### src/rtl/pat_drive_pkg.sv
// Shared definitions for the pattern-driver datapath: sequencer state
// encodings, safe "all off" gate levels and the tweak window helper.
package pat_drive_pkg;

  // Pins per driver bank and number of tweak stages.
  localparam int PIN_W   = 8;
  localparam int N_TWEAK = 8;

  // Sequencer state, also exported on the seq_state debug port.
  typedef enum logic [1:0] {
    SEQ_OFF   = 2'd0,
    SEQ_DEAD  = 2'd1,
    SEQ_DELAY = 2'd2,
    SEQ_HOLD  = 2'd3
  } seq_state_e;

  // Gate levels that leave every pin undriven (p gate active-low, n gate active-high).
  localparam logic [PIN_W-1:0] P_OFF = '1;
  localparam logic [PIN_W-1:0] N_OFF = '0;

  // A tweak stage with sense 0 is live during DELAY; with sense 1 it is live during HOLD.
  function automatic logic tweak_window(input logic sense, input seq_state_e st);
    return sense ? (st == SEQ_HOLD) : (st == SEQ_DELAY);
  endfunction

endpackage

### src/rtl/drive_phase_timer.sv
// Phase timer: detects pwm edges, runs the OFF/DEAD/DELAY/HOLD sequence and
// the dead/delay counters, and reports both the registered and next state so
// the output stage can register its gates in step with seq_state.
module drive_phase_timer
  import pat_drive_pkg::*;
#(
  parameter int WIDTH       = 8,
  parameter int DEAD_CYCLES = 2
) (
  input  logic             clk,
  input  logic             rst_n,
  input  logic             pwm_i,
  input  logic [WIDTH-1:0] tweak_delay_i,
  output seq_state_e       state_o,
  output seq_state_e       state_nxt_o,
  output logic             phase_nxt_o
);

  localparam logic [3:0] DEAD_LOAD = 4'(DEAD_CYCLES - 1);

  seq_state_e       state_q, state_d;
  logic             pwm_q, pwm_d;
  logic             phase_q, phase_d;
  logic [3:0]       dead_cnt_q, dead_cnt_d;
  logic [WIDTH-1:0] dly_cnt_q, dly_cnt_d;
  logic             edge_det;

  // OFF is treated as a permanent edge so the first clock after reset starts a dead time.
  assign edge_det = (pwm_i != pwm_q) || (state_q == SEQ_OFF);

  // State register and counters; reset leaves every pin off.
  always_ff @(posedge clk or negedge rst_n) begin
    if (!rst_n) begin
      state_q    <= SEQ_OFF;
      pwm_q      <= 1'b0;
      phase_q    <= 1'b0;
      dead_cnt_q <= '0;
      dly_cnt_q  <= '0;
    end else begin
      state_q    <= state_d;
      pwm_q      <= pwm_d;
      phase_q    <= phase_d;
      dead_cnt_q <= dead_cnt_d;
      dly_cnt_q  <= dly_cnt_d;
    end
  end

  // Next-state logic: an edge always wins, even on the cycle the delay expires.
  always_comb begin
    state_d    = state_q;
    pwm_d      = pwm_i;
    phase_d    = phase_q;
    dead_cnt_d = dead_cnt_q;
    dly_cnt_d  = dly_cnt_q;
    if (edge_det) begin
      state_d    = SEQ_DEAD;
      dead_cnt_d = DEAD_LOAD;
      phase_d    = pwm_i;
    end else begin
      unique case (state_q)
        SEQ_DEAD: begin
          if (dead_cnt_q == 4'd0) begin
            // tweak_delay is captured only here; later changes wait for the next phase.
            if (tweak_delay_i == '0) begin
              state_d = SEQ_HOLD;
            end else begin
              state_d   = SEQ_DELAY;
              dly_cnt_d = tweak_delay_i - 1'b1;
            end
          end else begin
            dead_cnt_d = dead_cnt_q - 4'd1;
          end
        end
        SEQ_DELAY: begin
          if (dly_cnt_q == '0) state_d = SEQ_HOLD;
          else                 dly_cnt_d = dly_cnt_q - 1'b1;
        end
        default: ;
      endcase
    end
  end

  // Outputs: current state for debug, next state and phase for the registered gate stage.
  always_comb begin
    state_o     = state_q;
    state_nxt_o = state_d;
    phase_nxt_o = phase_d;
  end

endmodule

### src/rtl/drive_sequencer.sv
// Drive sequencer top: turns per-phase drive and tweak bytes into registered
// gate signals with break-before-make dead time on every pwm edge. The p and
// n gates are never both enabled because only the latched phase's side is passed.
module drive_sequencer
  import pat_drive_pkg::*;
#(
  parameter int WIDTH       = PIN_W,
  parameter int DEAD_CYCLES = 2
) (
  input  logic             clk,
  input  logic             rst_n,
  input  logic             pwm,
  input  logic [WIDTH-1:0] p_drive,
  input  logic [WIDTH-1:0] n_drive,
  input  logic [WIDTH-1:0] tweak_delay,
  input  logic [WIDTH-1:0] tweak_sense,
  input  logic [WIDTH-1:0] tweak_drive_0,
  input  logic [WIDTH-1:0] tweak_drive_1,
  input  logic [WIDTH-1:0] tweak_drive_2,
  input  logic [WIDTH-1:0] tweak_drive_3,
  input  logic [WIDTH-1:0] tweak_drive_4,
  input  logic [WIDTH-1:0] tweak_drive_5,
  input  logic [WIDTH-1:0] tweak_drive_6,
  input  logic [WIDTH-1:0] tweak_drive_7,
  output logic [WIDTH-1:0] pgate,
  output logic [WIDTH-1:0] ngate,
  output logic [WIDTH-1:0] tweak_out_0,
  output logic [WIDTH-1:0] tweak_out_1,
  output logic [WIDTH-1:0] tweak_out_2,
  output logic [WIDTH-1:0] tweak_out_3,
  output logic [WIDTH-1:0] tweak_out_4,
  output logic [WIDTH-1:0] tweak_out_5,
  output logic [WIDTH-1:0] tweak_out_6,
  output logic [WIDTH-1:0] tweak_out_7,
  output logic [1:0]       seq_state
);

  seq_state_e       state_cur, state_nxt;
  logic             phase_nxt;
  logic             drive_on;
  logic [WIDTH-1:0] pgate_q, pgate_d;
  logic [WIDTH-1:0] ngate_q, ngate_d;
  logic [WIDTH-1:0] tw_drive [N_TWEAK];
  logic [WIDTH-1:0] tw_q     [N_TWEAK];

  drive_phase_timer #(
    .WIDTH       (WIDTH),
    .DEAD_CYCLES (DEAD_CYCLES)
  ) u_timer (
    .clk           (clk),
    .rst_n         (rst_n),
    .pwm_i         (pwm),
    .tweak_delay_i (tweak_delay),
    .state_o       (state_cur),
    .state_nxt_o   (state_nxt),
    .phase_nxt_o   (phase_nxt)
  );

  assign tw_drive[0] = tweak_drive_0;
  assign tw_drive[1] = tweak_drive_1;
  assign tw_drive[2] = tweak_drive_2;
  assign tw_drive[3] = tweak_drive_3;
  assign tw_drive[4] = tweak_drive_4;
  assign tw_drive[5] = tweak_drive_5;
  assign tw_drive[6] = tweak_drive_6;
  assign tw_drive[7] = tweak_drive_7;

  assign drive_on = (state_nxt == SEQ_DELAY) || (state_nxt == SEQ_HOLD);

  // Gate select from next state: only the side of the latched phase may turn on.
  always_comb begin
    pgate_d = P_OFF;
    ngate_d = N_OFF;
    if (drive_on) begin
      if (phase_nxt) pgate_d = p_drive;
      else           ngate_d = n_drive;
    end
  end

  // Gate registers feeding the pads directly.
  always_ff @(posedge clk or negedge rst_n) begin
    if (!rst_n) begin
      pgate_q <= P_OFF;
      ngate_q <= N_OFF;
    end else begin
      pgate_q <= pgate_d;
      ngate_q <= ngate_d;
    end
  end

  for (genvar k = 0; k < N_TWEAK; k++) begin : g_tweak
    // Tweak stage k register: passes its live enables only inside its sense window.
    always_ff @(posedge clk or negedge rst_n) begin
      if (!rst_n) tw_q[k] <= '0;
      else        tw_q[k] <= tweak_window(tweak_sense[k], state_nxt) ? tw_drive[k] : '0;
    end
  end

  assign pgate       = pgate_q;
  assign ngate       = ngate_q;
  assign tweak_out_0 = tw_q[0];
  assign tweak_out_1 = tw_q[1];
  assign tweak_out_2 = tw_q[2];
  assign tweak_out_3 = tw_q[3];
  assign tweak_out_4 = tw_q[4];
  assign tweak_out_5 = tw_q[5];
  assign tweak_out_6 = tw_q[6];
  assign tweak_out_7 = tw_q[7];
  assign seq_state   = state_cur;

endmodule

### config.mk
export PLATFORM = sky130hd
export DESIGN_NAME = drive_sequencer
export DESIGN_NICKNAME = d
export VERILOG_FILES = /design/src/rtl/pat_drive_pkg.sv /design/src/rtl/drive_phase_timer.sv /design/src/rtl/drive_sequencer.sv
export SDC_FILE = /design/constraint.sdc
export NUM_CORES = 1
export LEC_CHECK = 0
export ABC_AREA = 1
export CELL_PAD_IN_SITES_DETAIL_PLACEMENT = 1
export CELL_PAD_IN_SITES_GLOBAL_PLACEMENT = 2
export CORE_ASPECT_RATIO = 1.25
export CORE_MARGIN = 1.5
export CORE_UTILIZATION = 23
export DETAILED_ROUTE_END_ITERATION = 10
export PLACE_DENSITY_LB_ADDON = 0.1
export SYNTH_ARGS = -nofsm -noshare
export SYNTH_HDL_FRONTEND = slang
export SYNTH_HIERARCHICAL = 1
export SYNTH_SLANG_ARGS = --single-unit
### constraint.sdc
create_clock -name clk -period 2.3 [get_ports clk]
set_clock_uncertainty 0.1 [all_clocks]
set_input_delay 0.46 -clock clk [delete_from_list [all_inputs] [get_ports clk]]
set_output_delay 0.46 -clock clk [all_outputs]
set_load 0.02 [all_outputs]
Word level (Yosys, flattened, before mapping)
Cells that the tools add are included.
- register bits: 96
- latch bits: 0
- bits in writable memories: 0
- ROM bits: 0
- word-level logic and storage cells: 71
- memories: 0
- $add $sub $neg: 3
- multiply operators: 0
- divide/modulo/power cells: 0
- order comparisons: 0
- eq/ne operators: 9
- shifts and indexed selects: 0
- multiplexer cells: 33
- bitwise gates (word level): 1
- reduce and logical (&&, ||, !) cells: 10
- operators by type and width (kind ; number):
    8-bit two-way mux ; 15
    8-bit logical NOT ; 2
    8-bit case mux with 2 select lines ; 1
    8-bit by 1-bit subtractor with 8-bit output, second input constant ; 2
    4-bit two-way mux ; 3
    1-bit two-way mux ; 10
    2-bit equality test, second input constant ; 3
    2-bit two-way mux ; 3
    5-bit AND reduction ; 1
    4-bit logical NOT ; 1
    2-bit by 1-bit inequality test with 1-bit output, second input constant ; 2
    2-bit inequality test, second input constant ; 2
    2-bit case mux with 2 select lines ; 1
    2-bit nonzero test ; 2
    4-bit by 1-bit subtractor with 4-bit output, second input constant ; 1
    2-bit by 1-bit equality test with 1-bit output, second input constant ; 1
    2-bit logical NOT ; 1
    1-bit logical OR ; 2
    2-bit AND reduction ; 1
    1-bit inequality test ; 1
    1-bit NOT ; 1

Longest topological paths before layout
Gate-level depths: netlist of run 1.
- depth in word-level cells: 8
- depth in mapped cells: 14

By module
Netlist of run 1, hierarchy kept.
- by module, submodules not included (module ; times used ; cells an instance ; area an instance (um2) ; seq. area each (um2)):
    drive_sequencer ; 1 ; 270 ; 2780.2 ; 2011.9
    drive_phase_timer ; 1 ; 165 ; 1141.1 ; 400.4

Worst setup path after synthesis of run 1
Ideal clock, no wire load.
- path type: flip-flop to flip-flop
- start point: register u_timer.state_q[1], in the netlist u_timer/state_o[1]
- end point: register pgate_q[0], in the netlist pgate[0]
- setup time: 0.084 ns
- arrival time: 1.885 ns
- path slack: 0.231 ns
- stages on the path, launching flop included: 10
- period minus slack after synthesis: 2.069 ns
- path through: dfrtp_1 -> inv_1 -> ha_1 -> o21bai_4 -> nor2_4 -> o21ai_0 -> a21oi_1 -> buf_4 -> nand2_2 -> or2_2
- cells in the longest elaborated chain, start to end: 6
- ends and longest elaborated chain (what ; RTL line ; RTL):
    start, declared ; drive_phase_timer.sv:21 ; seq_state_e state_q, state_d;
    start signal, assigned ; drive_phase_timer.sv:40 ; state_q <= state_d;
    2-bit equality test, or another cell as far along ; drive_phase_timer.sv:60 ; unique case (state_q)
    2-bit case mux with 2 select lines / 1-bit logical OR (equally long branches) ; drive_phase_timer.sv:60, drive_phase_timer.sv:29 ;
    2-bit two-way mux (*) ; drive_phase_timer.sv:55 ; if (edge_det) begin
    net state_nxt[1] ; drive_sequencer.sv:38 ; seq_state_e state_cur, state_nxt;
    2-bit equality test ; drive_sequencer.sv:68 ; assign drive_on = (state_nxt == SEQ_DELAY) || (state_nxt == SEQ_HOLD);
    1-bit logical OR (*) ; drive_sequencer.sv:68 ;
    8-bit two-way mux (*) ; drive_sequencer.sv:74 ; if (drive_on) begin
    net pgate_d[0] ; drive_sequencer.sv:41 ; logic [WIDTH-1:0] pgate_q, pgate_d;
    end signal, assigned ; drive_sequencer.sv:86 ; pgate_q <= pgate_d;
    end, declared ; drive_sequencer.sv:41 ;
The timed path passes the listed nets; every way through them passes the cells marked *.
A chain may end at the register's enable or synchronous reset.

Worst setup path after layout of run 1
- start point: register u_timer.state_q[1], in the netlist u_timer/state_o[1]
- end point: register tw_q (netlist bit tweak_out_1[6])
- cells in the longest elaborated chain, start to end: 6
- ends and longest elaborated chain (what ; RTL line ; RTL):
    2-bit equality test, or another cell as far along ; drive_phase_timer.sv:60 ;
    2-bit case mux with 2 select lines / 1-bit logical OR (equally long branches) ; drive_phase_timer.sv:60, drive_phase_timer.sv:29 ;
    2-bit two-way mux (*) ; drive_phase_timer.sv:55 ;
    net state_nxt[0] ; drive_sequencer.sv:38 ;
    2-bit equality test ; pat_drive_pkg.sv:23 ; return sense ? (st == SEQ_HOLD) : (st == SEQ_DELAY);
    1-bit two-way mux (*) ; pat_drive_pkg.sv:23 ;
    8-bit two-way mux (*) ; drive_sequencer.sv:95 ; else tw_q[k] <= tweak_window(tweak_sense[k], state_nxt) ? tw_drive[k] : '0;
    end signal, assigned by index ; drive_sequencer.sv:95 ;
    end, declared ; drive_sequencer.sv:44 ; logic [WIDTH-1:0] tw_q [N_TWEAK];
Marks and branches as above.

==> out/metrics.yaml, run 1 <==
timing:
  fin_crit_ps: 2090
  tightestPinTransition_ps: 507
  slew_violations: 0
  setup_slack_ps: 214
  hold_viol_final: 0
  setup_viol: 0
  worst_hold_slack_ps: 417
  fin_crit_sh_pct: 90.7
  fmax_mhz: 479
  slew-limit-headroom_pct: 66.2
floorplan:
  core_area_um2: 16800
  initial_core_util_pct: 23.4
  placementRows: 53
  die_w_um: 120
  dieArea_um2: 17800
  fp.dieH_um: 149
  ios: 181
synth:
  ys_seq_elements: 96
  ys_seq_area_share_pct: 61.5
  yosys.area.top_type_share_pct: 56.2
  synth_area_leader_cell: "dfrtp_1"
  syn-num-nets: 540
  yosysWarnings: 6
  netlist_instances: 435
  syn_area_um2: 3920
  synthDistinctLibCells: 27
  synth.area.top_cells: "dfrtp_1, inv_1, nor2_1"
  synth_ff_type: "dfrtp_1"
  synth-edff-count: 0
  yosysMostFrequentCell: "inv_1"
  syn_avg_cell_area_um2: 9.01
  synth_common_cells: "inv_1, dfrtp_1, nor2_1"
  async_flop_share_pct: 100
power_and_ir_drop:
  power_mw: 5.80
  max-vdd-ir-drop_v: 0.000290
  power.density_nw_per_um2: 892
  power.leakage_nw: 3.27
detailed_routing:
  vias: 3374
  postRouteAntennaNets: 0
  wire_per_inst_um: 14.0
  drc: 0
  wirelength_um: 12100
  viasPerCell: 3.91
  drt_pre_antenna_iters: 4
  drt-initial-drc-count: 74
cells_and_area:
  drive_gt1_share_pct: 10.9
  multi_input_area_um2: 1090
  stdcell_count: 864
  diodes: 0
  nFillCells: 1921
  seqCellArea_um2: 2410
  syn_to_final_growth_pct: 65.7
  design_area_um2: 6500
  nets: 744
global_route:
  grt_pass1_vias: 3789
  overflow: 0
  grt_start_max_net_pins: 35
  track_usage_pct: 14.4
  antenna_found_initial: 0
  grt_pass1_wl_um: 19400
status:
  status: "finished clean"
worst_hold_path:
  whs_path_depth: 2
  min-delay-start: "u_timer/dly_cnt_q[5]"
  holdPathEnd: "u_timer/dly_cnt_q[5]"
  hp-class: "reg -> reg"
job:
  cap_viol_max_count: 0
worst_setup_path:
  path_class: "reg -> reg"
  r2r_start: "u_timer/state_o[1]"
  crit_path_start_kind: "flip-flop"
  r2r-end: "tweak_out_1[6]"
  rrSetupSlack_ps: 210
  arrival_ps: 2230
  worst_r2r_path_depth: 12
  worst_ep_required_time_ps: 2440
  endpoint_kind: "flip-flop"
  crit_fanout: 8
cts:
  cts_tree: "yes"
  clk_path_buf_depth: 2
  clkTransAtPathRegs_ps: 70
  ctsHtreeMaxLevel: 3
  root_buffer: "clkbuf_16"
  cts_sinks: 96
  cts_buffers: 9
  insertion_delay_ps: 350
placement:
  dp_slack_ps: -86.3
  gp_congestion: 0.719
  placed_cell_area_um2: 6120
  port-buffer-count: 180
  dp_hpwl_um: 9410
  dpl.cell_count: 846
## per-stage QoR
| step | setup TNS (ps) | utilization (%) |
|---|---|---|
| finish | 0 | 38.7 |
| global route | -14.0 | 38.7 |
| CTS | 0 | 38.6 |
| detailed placement | -2790 | 36.5 |
| global placement | -2840 | 36.5 |
| floorplan | 0 | - |
## metal layers
| metal | vias up | global-route usage, % | share of wire (%) |
|---|---|---|---|
| met2 | 95 | 25.7 | 53 |
| met4 | 0 | 7.32 | 2.5 |
| li1 | 1655 | - | - |
| met1 | 1609 | 15.1 | 37 |
| met5 | - | 0 | 0 |
| met3 | 15 | 4.82 | 7.7 |
## power breakdown
group / internal, mW / leakage (nW) / switching (mW)
Sequential: 2.00 / 1.25 / 0.116
Combinational: 0.887 / 1.85 / 1.06
Clock: 1.06 / 0.170 / 0.675
Total: 3.95 / 3.27 / 1.85
## flip-flops by register name, summed over array words and instances (netlist names)
register,count
u_timer/state_o,2
tweak_out_1,8
tweak_out_0,8
u_timer/pwm_q,1
pgate,8
tweak_out_6,8
u_timer/dly_cnt_q,8
tweak_out_3,8
tweak_out_4,8
u_timer/phase_q,1
u_timer/dead_cnt_q,4
ngate,8
tweak_out_5,8
tweak_out_2,8
tweak_out_7,8
## worst max path at each step
stage	from	end	slack (ps)	depth (start not counted)
2_1_floorplan	u_timer/state_o[1]	pgate[0]	230	9
3_5_place_dp	pwm	pgate[5]	-90	9
3_3_place_gp	pwm	pgate[5]	-100	9
4_1_cts	u_timer/state_o[0]	tweak_out_0[6]	120	13
5_1_grt	u_timer/state_o[1]	tweak_out_5[6]	-10	12
6_report	u_timer/state_o[1]	tweak_out_1[6]	210	12
## area by class of cell
type / count / share of cell area [%]
Tap cell: 220 / 4.24
Inverter: 104 / 6.12
Sequential cell: 96 / 37.1
Clock inverter: 7 / 1.81
Clock buffer: 9 / 3.47
Multi-Input combinational cell: 231 / 16.8
Timing Repair Buffer: 197 / 30.5
## cells in the final DEF, fill, tap and decap left out
cell type,Yosys,final
nor2_2,1,1
nor2_4,2,2
nand3b_1,2,2
buf_4,1,13
dlygate4sd3_1,0,1
nand2_4,1,3
bufinv_16,0,3
clkdlybuf4s50_1,0,179
ha_1,6,5
or2_2,9,9
inv_2,2,2
dfstp_2,8,8
ha_2,0,1
a21oi_1,3,3
buf_12,0,4
dfrtp_1,88,88
inv_6,0,1
nand3_1,7,7
nand2_1,80,80
nand2_2,10,8
inv_1,101,101
clkinv_2,0,2
o22ai_1,1,1
o21ai_1,3,3
clkinv_4,0,1
o21ai_0,13,13
nor3_1,3,3
nor2_1,86,86
clkbuf_16,0,9
inv_8,1,1
nand3_4,1,1
o21bai_1,1,1
xnor2_1,1,1
o21bai_4,1,1
## critical path, cell delays in order, from the launching register on
cell     delay [ps]
dfrtp_1         410
inv_1           100
ha_1            300
inv_1            70
a21oi_1         110
nand2_1          80
o21ai_0         150
nand2_1         110
nand2_1         120
buf_12          130
nand2_1          60
nand2_2         160
nor2_1           70
## cell families after synthesis
kind of cell	count (synthesis)	synth area share [%]
AOI/OAI and AO/OA	22	3.25
and+or+nand+nor	202	22.0
xor gates and xnor gates	1	0.223
adders and majority gates	6	1.91
buffers and inverters	108	11.0
DFF	96	61.5
## what timing repair did
action / 4_1_cts / 5_1_grt
endpoints found under the setup margin: 0 / 44
hold endpoints to repair: 23 / 0
setup buffers: 0 / 1
gates resized for setup: 0 / 3
hold buffers: 1 / 0
No activity file was read; power rests on OpenSTA's default activity.
==> inputs of run 2 (changes only) <==
--- a/config.mk
+++ b/config.mk
@@ -9,9 +9,11 @@
 export CELL_PAD_IN_SITES_DETAIL_PLACEMENT = 1
 export CELL_PAD_IN_SITES_GLOBAL_PLACEMENT = 2
 export CORE_ASPECT_RATIO = 1.25
-export CORE_MARGIN = 1.5
-export CORE_UTILIZATION = 23
+export CORE_MARGIN = 8
+export CORE_UTILIZATION = 35
 export DETAILED_ROUTE_END_ITERATION = 10
+export DONT_BUFFER_PORTS = 1
+export GPL_TIMING_DRIVEN = 0
 export PLACE_DENSITY_LB_ADDON = 0.1
 export SYNTH_ARGS = -nofsm -noshare
 export SYNTH_HDL_FRONTEND = slang
==> out/metrics.yaml, run 2 (synthesis gave the netlist of run 1 again) <==
global_route:
  grt_pass1_vias: 3038  # -20%
  track_usage_pct: 14.2  # -0.26 points
  antenna_found_initial: 0  # unchanged
  grt_start_max_net_pins: 97  # +180%
  grt_pass1_wl_um: 16400  # -16%
  overflow: 0  # unchanged
worst_setup_path:
  r2r_start: "u_timer/state_o[1]"
  crit_path_start_kind: "flip-flop"
  path_class: "reg -> reg"
  arrival_ps: 2310  # +80 ps
  critPathLaunch: "u_timer/state_o[1]"
  crit_fanout: 8  # unchanged
  worst_ep_required_time_ps: 2460  # +20 ps
  endpoint_kind: "flip-flop"
cts:
  root_buffer: "clkbuf_16"
  clkTransAtPathRegs_ps: 70  # about the same
  cts_buffers: 9  # unchanged
  insertion_delay_ps: 340  # about the same
  cts_sinks: 96  # unchanged
  ctsHtreeMaxLevel: 3  # unchanged
  clk_path_buf_depth: 2  # unchanged
  cts_tree: "yes"
floorplan:
  placementRows: 43  # -19%
  initial_core_util_pct: 35.6  # +12 points
  fp.dieH_um: 134  # -9.8%
  die_w_um: 111  # -7.6%
  dieArea_um2: 14900  # -17%
  core_area_um2: 11000  # -34%
  ios: 181  # unchanged
cells_and_area:
  design_area_um2: 4530  # -30%
  syn_to_final_growth_pct: 15.6
  stdcell_count: 594  # -31%
  nets: 559  # -25%
  layout_commonest_cell: "inv_1"
  diodes: 0  # unchanged
  nFillCells: 1264  # -34%
  drive_gt1_share_pct: 17.4  # +6.6 points
  final_cell_mix: "inv_1, dfrtp_1, nor2_1"
power_and_ir_drop:
  p_clk_share_pct: 28.7  # -1.3 points
  max-vdd-ir-drop_v: 0.000384  # +32%
  comb_power_share_pct: 22.1  # -12 points
  power.density_nw_per_um2: 1090  # +22%
  pwr-share-seq_pct: 49.2  # +13 points
  power.leakage_nw: 2.53  # -23%
  swShare_pct: 35.8  # +3.8 points
  p_sw_mw: 1.77  # -4.6%
  internal_power_mw: 3.17  # -20%
timing:
  fin_crit_sh_pct: 93.5  # +2.8 points
  fmax_mhz: 465  # -3.0%
  hold_viol_final: 96  # +96
  setup_slack_ps: 149  # -64.5 ps
  slew-limit-headroom_pct: 79.7  # +14 points
  setup_viol: 0  # unchanged
  tightestPinTransition_ps: 302  # -205 ps
  fin_crit_ps: 2150  # +64.5 ps
  worst_hold_slack_ps: -291  # -709 ps
  setup_tns_ps: 0  # unchanged
  rsz0062_at_grt: "true"
  slew_violations: 0  # unchanged
detailed_routing:
  postRouteAntennaNets: 0  # unchanged
  drc: 0  # unchanged
  viasPerCell: 4.60  # +18%
  wire_per_inst_um: 17.9  # +28%
  vias: 2735  # -19%
  wirelength_um: 10600  # -12%
  drt_pre_antenna_iters: 3  # -1
  drt-initial-drc-count: 77  # +4.1%
status:
  status: "complete, but fails checks"
  violations: "negative hold slack"
placement:
  dp_hpwl_um: 8230  # -13%
  dpl.cell_count: 570  # -33%
  gp_congestion: 0.719  # unchanged
  port-buffer-count: 0  # -100%
  dp_slack_ps: -291  # -205 ps
  placed_cell_area_um2: 4090  # -33%
worst_hold_path:
  hp-class: "in -> async"
job:
  cap_viol_max_count: 0  # unchanged
[run 2: area by class of cell]
cell class	count	area [um2]	area share [%]
flip-flops and latches	96	2410	53.3
multi-input cells	231	1170	25.8
inverters	104	398	8.78
clock buffers	11	243	5.35
well taps	135	169	3.73
repair buffers	8	60.1	1.32
clock inverters	5	40.0	0.883
plain buffers	4	38.8	0.856
[run 2: worst paths after layout]
kind                                   end  slack, ps  depth (start not counted)
max                               pgate[6]        150                          9
min                          u_timer/pwm_q       -290                          0
max reg2reg                       pgate[6]        150                          9
min reg2reg                u_timer/phase_q        400                          2
max in group asynchronous         pgate[0]       2160                          0
min in group clk             u_timer/pwm_q         40                          0
[run 2: timing repair]
| action | 4_1_cts | 5_1_grt |
|---|---|---|
| hold endpoints to repair | 96 | 96 |
| pin swaps | 1 | 2 |
| endpoints found under the setup margin | 74 | 71 |
| gates resized for setup | 5 | 25 |
| setup buffers | 3 | 5 |
[run 2: per-stage QoR]
step	power, mW	util (%)
floorplan	3.11	-
global placement	3.37	37.1
detailed placement	3.42	37.1
CTS	4.91	40.0
global route	5.25	41.1
finish	4.94	41.1
[run 2: critical path, stage by stage, from the launching register on]
cell and delay [ps]:
dfrtp_2 460, inv_1 110, ha_1 190, o21bai_4 170, nor2_4 150, o21ai_0 140
a21oi_2 160, buf_6 180, nand2_2 110, or2_2 310
[run 2: power by group through the flow]
stage | logic [mW] | clock network, mW | registers (mW)
3_3_place_gp | 0.905 | 0 | 2.47
5_1_grt | 1.25 | 1.53 | 2.47
2_1_floorplan | 0.722 | 0 | 2.39
6_report | 1.09 | 1.42 | 2.43
3_5_place_dp | 0.946 | 0 | 2.47
4_1_cts | 0.992 | 1.47 | 2.45
[run 2: per-layer routing]
metal | vias up | wire length [um] | global-route usage [%]
met1 | 1351 | 3670 | 13.1
met4 | 0 | 136 | 5.64
met2 | 87 | 5850 | 26.0
li1 | 1287 | - | -
met5 | - | 0 | 0
met3 | 10 | 969 | 6.84
